===== src/rtl/wptr_ctrl_lvl.sv =====
// Write-side pointer/level controller for the async FIFO; optional sticky overflow under FIFO_WOVF_EN.
// Latency: waddr combinational from wbin; wptr/full/almost_full/wlevel registered one cycle after the write.
// Backpressure: writes are dropped while full is high; the write port must honour full.
module wptr_ctrl_lvl #(
    parameter int AW        = 4,
    parameter int AF_THRESH = (2**AW) - 2
) (
    input  logic          clk,
    input  logic          wresetn,
    input  logic          winc,
    input  logic [AW:0]   wq2rptr,
    input  logic          ovf_clr,
    output logic [AW-1:0] waddr,
    output logic [AW:0]   wptr,
    output logic          full,
    output logic          almost_full,
    output logic [AW:0]   wlevel,
    output logic          overflow
);

    localparam logic [AW:0] AF_LVL = AF_THRESH[AW:0];

    logic [AW:0] wbin;
    logic [AW:0] wbin_next;
    logic [AW:0] wgray_next;
    logic [AW:0] rbin;
    logic [AW:0] level_next;
    logic        wen;
    logic        full_next;
    logic        af_next;

    assign wen        = winc & ~full;
    assign wbin_next  = wbin + {{AW{1'b0}}, wen};
    assign wgray_next = wbin_next ^ (wbin_next >> 1);
    assign waddr      = wbin[AW-1:0];

    always_comb begin
        rbin = '0;
        for (int i = 0; i <= AW; i++) begin
            rbin[i] = ^(wq2rptr >> i);
        end
    end

    // Single subtraction so a write and a read-pointer advance in the same cycle never glitch the level.
    assign level_next = wbin_next - rbin;
    assign full_next  = (wgray_next == {~wq2rptr[AW:AW-1], wq2rptr[AW-2:0]});
    assign af_next    = (level_next >= AF_LVL);

    always_ff @(posedge clk or negedge wresetn) begin
        if (!wresetn) begin
            wbin        <= '0;
            wptr        <= '0;
            full        <= 1'b0;
            almost_full <= 1'b0;
            wlevel      <= '0;
        end else begin
            wbin        <= wbin_next;
            wptr        <= wgray_next;
            full        <= full_next;
            almost_full <= af_next;
            wlevel      <= level_next;
        end
    end

`ifdef FIFO_WOVF_EN
    // Set has priority over clear so a write lost in the clearing cycle is still reported.
    always_ff @(posedge clk or negedge wresetn) begin
        if (!wresetn) begin
            overflow <= 1'b0;
        end else if (winc && full) begin
            overflow <= 1'b1;
        end else if (ovf_clr) begin
            overflow <= 1'b0;
        end
    end
`else
    logic unused_ovf_clr;
    assign unused_ovf_clr = ovf_clr;
    assign overflow       = 1'b0;
`endif

endmodule


===== config.mk =====
export PLATFORM = sky130hd
export DESIGN_NAME = wptr_ctrl_lvl
export DESIGN_NICKNAME = d
export VERILOG_FILES = /design/src/rtl/wptr_ctrl_lvl.sv
export SDC_FILE = /design/constraint.sdc
export NUM_CORES = 1
export LEC_CHECK = 0
export BUFFER_PORTS_ARGS = -buffer_cell sky130_fd_sc_hd__buf_2
export CORE_MARGIN = 4
export CORE_UTILIZATION = 45
export DETAILED_ROUTE_END_ITERATION = 16
export PLACE_DENSITY = 0.71
export RECOVER_POWER = 25
export SYNTH_ARGS = -nofsm -noshare
export SYNTH_HDL_FRONTEND = slang
export SYNTH_SLANG_ARGS = --single-unit

===== constraint.sdc =====
create_clock -name clk -period 4.4 [get_ports clk]
set_input_delay 0.22 -clock clk [delete_from_list [all_inputs] [get_ports clk]]
set_output_delay 0.22 -clock clk [all_outputs]
set_load 0.01 [all_outputs]

==> reports/results.tsv, run 1 <==
metric	value	unit
route.detailed.drc	0	
antenna_found_initial	0	
crit_path_cell_trace	nor2b_1, ha_1, ha_1, xor2_1, ha_1, nor2b_1, nor3_1, a311oi_1, a311o_1	
h-tree-depth	1	
slowest_delay	0.38	ns
arrival	2.75	ns
setup_violations	0	
die_area	0.002805	mm^2
yosysSeqAreaShare	0.4402	
wirelength	1501	um
relSlewSlack	0.4318	
yosysUniqueCellTypes	27	
vias	589	
portBuffers	23	
rr_worst_depth	9	
drt_iter0_drc	1	
diodes	0	
critPathBufInv	0	
powerDensity	840.8	mW/mm^2
grt_pass1_wl	2670	um
grt_pass1_vias	635	
ir_drop	0.3960	mV
worstMarginPinSlew	0.8523	ns
design_area	0.001071	mm^2
crit_path_end_kind	register	
routedWlPerCell	11.91	um
r2r_start	full	
drv_slew	0	
crit_path_start_kind	register	
cap_violations	0	
clock_skew	0.003695	ns
critPathRequiredTime	4.56	ns
rsz0062_at_grt	no	
firstDrtPassIters	4	
synth_fp_nets	89	
pin_count	26	
synth.area.top_cells	dfrtp_1 (44%), xnor2_1 (8.7%), ha_1 (6.9%)	
fp.dieW	52.96	um
layout_commonest_cell	buf_2	
path_delay_family	adder cells	
num_rows	16	
rrSetupSlack	1.82	ns
cp_common_cell	ha_1	
dp_slack	1.630	ns
placedInstanceArea	0.001040	mm^2
numCtsBuffers	3	
area_growth_syn_to_layout	17.74	%
placedCellCount	122	
clk_pin_slew	0.09	ns
setup_tns	0	ns
dp_hpwl	1210	um
syn_area	909.6	um^2
hold_class	input port to register	
clock_latency	0.28	ns
grt.total_usage	0.1315	
synth_seq_cells	16	
slowest_stage	dfrtp_1	
die_h	52.96	um
cts_resized	0	
critPathMaxFanout	4	
ys_warn_count	0	
synth_top_area_share	0.4402	
cts_buffer_depth	2	
fill_cells	190	
overflow	0	
mostFrequentLayoutCells	buf_2 (22), dfrtp_1 (16), xnor2_1 (9), xor2_1 (7), inv_1 (7)	
r2r_end	almost_full	
cts_tree	done	
worst_slack	1.817	ns
worstHoldPathCells	3	
holdWs	0.2575	ns
routed_via_density	4.675	
nets	116	
min_to	full	
period_share	0.5870	
globalplace.congestion	0.7957	
utilization	0.5515	
post_route_cells_drive_above_1_share	0.3131	
hold_violations	0	
clock-sinks	16	
grt_max_degree	17	
hp-start	wq2rptr[4]	
yosysTopAreaCell	dfrtp_1	
min_period	2.583	ns
coreArea	0.001942	mm^2
instances_no_fill	126	
finalPower	900.5	uW
synthCells	74	
path_class	register to register	
fmax	387.2	MHz
start_util	0.4684	
postSynthAreaPerCell	12.29	um^2
status	finished clean	
root_buffer	clkbuf_4	
p_leak	0.5358	nW
antenna_left	0	
## area by class of cell
class,instances,area [um^2],share of cell area
multi-input combinational,49,464.2,0.4334
sequential,16,400.4,0.3738
timing repair buffer,24,123.9,0.1157
tap,27,33.78,0.03154
inverter,7,26.28,0.02453
clock buffer,3,22.52,0.02103
## synth_stat cells
master and count:
a21boi_1 1, a21oi_1 1, a221oi_2 1, a311o_1 1
a311oi_1 1, buf_4 1, buf_6 1, conb_1 1
dfrtp_1 16, fa_1 1, ha_1 5, inv_1 7
nand2_1 2, nand3_1 3, nand3_2 1, nor2b_1 2
nor3_1 1, o211a_1 1, o21ai_1 2, or2_1 2
or3_1 2, xnor2_1 9, xnor2_2 1, xnor3_1 1
xor2_1 7, xor2_2 2, xor3_2 1
## worst min-delay path: cells and delay by family
kind	cells	cell delay [ns]
buffers and inverters	1	0.14
and+or+nand+nor	1	0.08
AOI/OAI and AO/OA	1	0.06
## worst max path at each step
stage | start | endpoint | slack [ns] | cells past startpoint
after detailed placement | wq2rptr[4] | almost_full | 1.63 | 11
after CTS | full | almost_full | 1.79 | 9
after floorplan | wbin[0] | almost_full | 2.00 | 8
after global placement | wq2rptr[4] | almost_full | 1.65 | 11
final | full | almost_full | 1.82 | 9
after global routing | full | almost_full | 1.65 | 9
## what timing repair did
item | CTS | global route
buffers inserted | 0 | 0
hold buffers | 1 | 0
hold endpoints to repair | 16 | 0
## flip-flops by register name, indices dropped and copies added (netlist names)
register / flops
wbin: 5
almost_full: 1
wlevel: 5
full: 1
wptr: 4
## power by group
group          internal (mW)  total (mW)  switching [mW]
combinational          0.262       0.556           0.294
clock                 0.0317      0.0732          0.0415
sequential             0.230       0.271          0.0411
## metal layers
metal	share of wire	global-route usage	wire, um	vias up
met5	0	0	0	-
met4	0.016	0.06809	24	0
met3	0.067	0.03662	100	4
met2	0.50	0.2211	744	16
met1	0.42	0.1508	632	280
li1	-	-	-	289
## kinds of logic after synthesis
logic type,synth area share
compound gates,0.07290
xor+xnor,0.2600
other cells,0.004123
simple gates,0.08252
flops,0.4402
fa+ha+maj,0.09078
buf+inv,0.04953
Power figures use the tool's default switching activity.
==> run 2, diff against run 1 <==
PLACE_DENSITY = 0.73   (was 0.71)
clock period = 2.19 ns   (was 4.4 ns; I/O delays follow)
==> reports/results.tsv, run 2 (synthesis results as in run 1) <==
metric	value	unit	change
clk_pin_slew	0.09	ns	about the same
diodes	0		unchanged
path_class	register to register		
pin_count	26		unchanged
die_h	52.96	um	unchanged
setup_tns	0	ns	unchanged
root_buffer	clkbuf_4		
top_regs	wbin x5, wlevel x5, wptr x4		
vias	633		+7.5%
setup_violations	0		unchanged
antenna_left	0		unchanged
grt_pass1_wl	2746	um	+2.8%
ir_drop	1.123	mV	+180%
drt_iter0_drc	1		unchanged
slowest_stage	dfrtp_1		
design_area	0.001257	mm^2	+17%
crit_path_end_kind	register		
holdWs	0.1887	ns	-0.06877 ns
hold_violations	0		unchanged
rsz0062_at_grt	yes		
placedCellCount	133		+9.0%
min_period	2.160	ns	-0.4230 ns
routedWlPerCell	12.23	um	+2.7%
route.detailed.drc	0		unchanged
numCtsBuffers	3		unchanged
globalplace.congestion	0.7460		-6.2%
drv_slew	0		unchanged
crit_path_start_kind	register		
mostFrequentLayoutCells	buf_2 (22), dfrtp_1 (16), buf_4 (12), xnor2_1 (9), inv_1 (7)		
hold_class	input port to register		
utilization	0.6476		+0.09601
worstMarginPinSlew	0.8471	ns	-0.005205 ns
placedInstanceArea	0.001187	mm^2	+14%
p_leak	0.6086	nW	+14%
grt_pass1_vias	655		+3.1%
fmax	463.0	MHz	+20%
arrival	2.34	ns	-0.41 ns
wirelength	1700	um	+13%
grt.total_usage	0.1382		+0.006740
post_route_cells_drive_above_1_share	0.4821		+0.1690
dp_hpwl	1382	um	+14%
coreArea	0.001942	mm^2	unchanged
clock_latency	0.29	ns	about the same
cap_violations	0		unchanged
instances_no_fill	139		+10%
clock_skew	0.004167	ns	+0.0004720 ns
crit_path_cell_trace	ha_2, ha_4, inv_1, fa_2, nor2b_4, nor3_2, o211a_1, a311o_1		
cts_tree	done		
die_area	0.002805	mm^2	unchanged
num_rows	16		unchanged
nets	128		+10%
portBuffers	23		unchanged
slowest_delay	0.39	ns	about the same
layout_commonest_cell	buf_2		
start_util	0.4684		unchanged
firstDrtPassIters	2		-2
status	finished clean		
critPathMaxFanout	2		-2
worst_slack	0.03020	ns	-1.787 ns
finalPower	2.184	mW	+140%
grt_max_degree	17		unchanged
powerDensity	1737	mW/mm^2	+110%
routed_via_density	4.554		-2.6%
antenna_found_initial	0		unchanged
overflow	0		unchanged
area_growth_syn_to_layout	38.24	%	
dp_slack	-0.2064	ns	-1.837 ns
clock-sinks	16		unchanged
fp.dieW	52.96	um	unchanged
critPathRequiredTime	2.37	ns	-2.19 ns
relSlewSlack	0.4353		+0.003469
h-tree-depth	1		unchanged
cts_buffer_depth	2		unchanged
period_share	0.9862		+0.3992
-- run 2: cell count changes in the layout (fill, tap and decap cells not counted), moves of 2 or more --
cell,change
ha_4,+2
buf_4,+12
ha_2,+2
ha_1,-4
-- run 2: final timing paths --
path | startpoint | to | slack (ns) | cells after the start
setup / recovery | wbin[0] | almost_full | 0.03 | 8
hold / removal | wq2rptr[0] | full | 0.19 | 4
setup reg to reg | wbin[0] | almost_full | 0.03 | 8
hold reg to reg | wbin[4] | wbin[4] | 0.64 | 2
max in group asynchronous | wresetn | wptr[2] | 1.24 | 2
min in group asynchronous | wresetn | wptr[3] | 0.43 | 2
-- run 2: repair_timing --
item,CTS,global route
resized for setup,0,4
hold buffers,1,0
endpoints found under the hold margin,16,0
buffers inserted,0,1
endpoints found under the setup margin,0,2
-- run 2: area by class of cell --
| cell class | count | area, um^2 |
|---|---|---|
| inverter | 7 | 26.28 |
| fill | 165 | 684.4 |
| tap | 27 | 33.78 |
| sequential | 16 | 400.4 |
| clock buffer | 4 | 36.28 |
| multi-input combinational | 49 | 546.8 |
| timing repair buffer | 36 | 214.0 |
-- run 2: power breakdown --
group / leakage, nW / internal, mW / switching (mW)
logic: 0.397 / 0.755 / 0.679
clock network: 0.0210 / 0.101 / 0.0924
registers: 0.190 / 0.461 / 0.0952
-- run 2: worst max-delay path, delay by kind of cell, from the launching register on --
kind,cells,cell delay (ns)
and+or+nand+nor,2,0.21
adders and majority gates,3,0.87
buffers and inverters,1,0.07
DFF,1,0.39
AOI/OAI and AO/OA,2,0.52
-- run 2: routing by layer --
| metal | vias to the layer above | wire length [um] | track usage |
|---|---|---|---|
| li1 | 317 | - | - |
| met1 | 298 | 708 | 0.1712 |
| met2 | 13 | 893 | 0.2252 |
| met3 | 5 | 54 | 0.02535 |
| met4 | 0 | 44 | 0.07660 |
| met5 | - | 0 | 0 |
==> run 3, diff against run 2 <==
ABC_AREA = 1   (was unset)
CORE_UTILIZATION = 46   (was 45)
CTS_CLUSTER_DIAMETER = 60   (was unset)
PLACE_DENSITY = 0.74   (was 0.73)
==> reports/results.tsv, run 3 <==
metric	value	unit	change
setup_tns	0	ns	unchanged
worstHoldPathCells	4		unchanged
setup_violations	0		unchanged
status	finished clean		
firstDrtPassIters	4		+2
min_to	full		
yosysUniqueCellTypes	17		-37%
dp_slack	0.02577	ns	+0.2321 ns
placedInstanceArea	0.001127	mm^2	-5.1%
diodes	0		unchanged
grt.total_usage	0.1630		+0.02481
vias	882		+39%
worstMarginPinSlew	0.8616	ns	+0.01451 ns
rrSetupSlack	0.19	ns	+0.16 ns
wirelength	2063	um	+21%
clock_latency	0.29	ns	about the same
arrival	2.19	ns	-0.15 ns
grt_max_degree	17		unchanged
ys_async_sr_fraction	1.000		unchanged
overflow	0		unchanged
clock-sinks	16		unchanged
crit_path_end_kind	register		
min_period	1.999	ns	-0.1606 ns
ys_warn_count	0		unchanged
relSlewSlack	0.4256		-0.009675
cts_tree	done		
fill_cells	186		+13%
hold_class	input port to register		
antenna_found_initial	0		unchanged
globalplace.congestion	0.9063		+21%
r2r_start	wbin[0]		
h-tree-depth	1		unchanged
path_class	register to register		
hp-start	wq2rptr[3]		
cts_buffer_depth	2		unchanged
fp.dieW	53.59	um	+1.2%
numCtsBuffers	3		unchanged
top_regs	wbin x5, wlevel x5, wptr x4		
rsz0062_at_grt	no		
p_leak	0.6978	nW	+15%
layout_commonest_cell	nand2_1		
clock_skew	0.002938	ns	-0.001229 ns
design_area	0.001212	mm^2	-3.6%
num_rows	16		unchanged
root_buffer	clkbuf_4		
postSynthAreaPerCell	7.527	um^2	-39%
area_growth_syn_to_layout	26.83	%	
pin_count	26		unchanged
die_h	53.59	um	+1.2%
synth_fp_nets	142		+60%
drt_iter0_drc	19		+18
coreArea	0.001962	mm^2	+1.0%
synth.area.top_cells	dfrtp_1 (42%), nand2_1 (15%), inv_1 (9.8%)		
postCtsSetupRepairBufs	0		unchanged
synthTopCellsByCount	nand2_1 (39), inv_1 (25), nand3_1 (17)		
antenna_left	0		unchanged
dp_hpwl	1663	um	+20%
cap_violations	0		unchanged
final-seq-area	400.4	um^2	unchanged
die_area	0.002871	mm^2	+2.4%
r2r_end	almost_full		
powerDensity	1638	mW/mm^2	-5.7%
drv_slew	0		unchanged
critPathMaxFanout	3		+1
grt_pass1_wl	3325	um	+21%
grt_pass1_vias	831		+27%
route.detailed.drc	0		unchanged
routedWlPerCell	11.15	um	-8.8%
nets	174		+36%
ir_drop	0.7342	mV	-35%
worst_slack	0.1908	ns	+0.1606 ns
routed_via_density	4.768		+4.7%
mostFrequentLayoutCells	nand2_1 (37), inv_1 (24), buf_2 (22), nand3_1 (17), dfrtp_1 (16)		
synth_top_area_share	0.4188		-0.02132
period_share	0.9129		-0.07332
yosysTopAreaCell	dfrtp_1		
placedCellCount	180		+35%
instances_no_fill	185		+33%
critPathRequiredTime	2.38	ns	about the same
hold_violations	0		unchanged
start_util	0.4872		+0.01882
portBuffers	23		unchanged
rr_worst_depth	10		+2
synth_seq_cells	16		unchanged
post_route_cells_drive_above_1_share	0.2658		-0.2163
synth_top_flop_cell	dfrtp_1		
synth_edf_count	0		unchanged
fmax	500.2	MHz	+8.0%
synthCells	127		+72%
syn_area	955.9	um^2	+5.1%
synth.most_common_cell	nand2_1		
yosysSeqAreaShare	0.4188		-0.02132
crit_path_start_kind	register		
multiInputGateArea	494.2	um^2	-9.6%
clk_pin_slew	0.10	ns	about the same
-- run 3: cell types whose count changed in the layout (fill, tap and decap cells not counted), sizes merged, moves of 7 or more --
cell,delta
buf,-8
inv,+18
nand2,+41
nand3,+13
nor2,+7
xnor2,-10
-- run 3: critical path: stages, from the launching register on --
cell and delay, ns:
dfrtp_1 0.40, ha_2 0.36, inv_1 0.06, ha_1 0.22
fa_1 0.43, nor2_4 0.12, nor2_1 0.05, nand2_1 0.07
nand3_1 0.06, nand2_1 0.08, nand2_1 0.05
-- run 3: metrics by stage --
stage,utilization,hold WS [ns],total power [mW]
floorplan,-,-0.1861,1.313
finish,0.6180,0.1134,1.986
global placement,0.5746,0.04104,1.649
CTS,0.5982,0.1095,1.914
detailed placement,0.5746,0.04528,1.708
global route,0.6180,0.1378,2.205
-- run 3: metal layers --
metal,vias to the layer above,GRT usage,wire [um]
li1,449,-,-
met1,414,0.1751,844
met2,15,0.3204,1109
met3,4,0.01662,76
met4,0,0.06383,33
met5,-,0,0
-- run 3: report_power, final --
part	switching [mW]	total [mW]	leakage (nW)	internal (mW)
combinational	0.740	1.26	0.487	0.515
sequential	0.0828	0.531	0.189	0.448
clock	0.0988	0.200	0.0210	0.101
total	0.922	1.99	0.698	1.06
-- run 3: layout make-up --
| class | instances | area share |
|---|---|---|
| Multi-Input combinational cell | 85 | 0.4076 |
| Sequential cell | 16 | 0.3302 |
| Timing Repair Buffer | 28 | 0.1269 |
| Inverter | 25 | 0.07740 |
| Clock buffer | 4 | 0.02993 |
| Tap cell | 27 | 0.02786 |
-- run 3: worst max path at each step --
stage	startpoint	end	slack [ns]
3_3_place_gp	wq2rptr[3]	almost_full	0.06
6_report	wbin[0]	almost_full	0.19
3_5_place_dp	wq2rptr[3]	almost_full	0.03
2_1_floorplan	full	almost_full	0.08
4_1_cts	full	almost_full	0.07
5_1_grt	wbin[0]	almost_full	0.03
-- run 3: cell families after synthesis --
family | synth area share
simple gates | 0.3351
other cells | 0.003923
flops | 0.4188
compound gates | 0.005231
buf+inv | 0.1060
xor+xnor | 0.04451
fa+ha+maj | 0.08639
-- run 3: repair_timing --
action	in CTS	in global routing
setup endpoints to repair	0	3
hold endpoints to repair	16	0
resized for setup	0	10
hold buffers	1	0
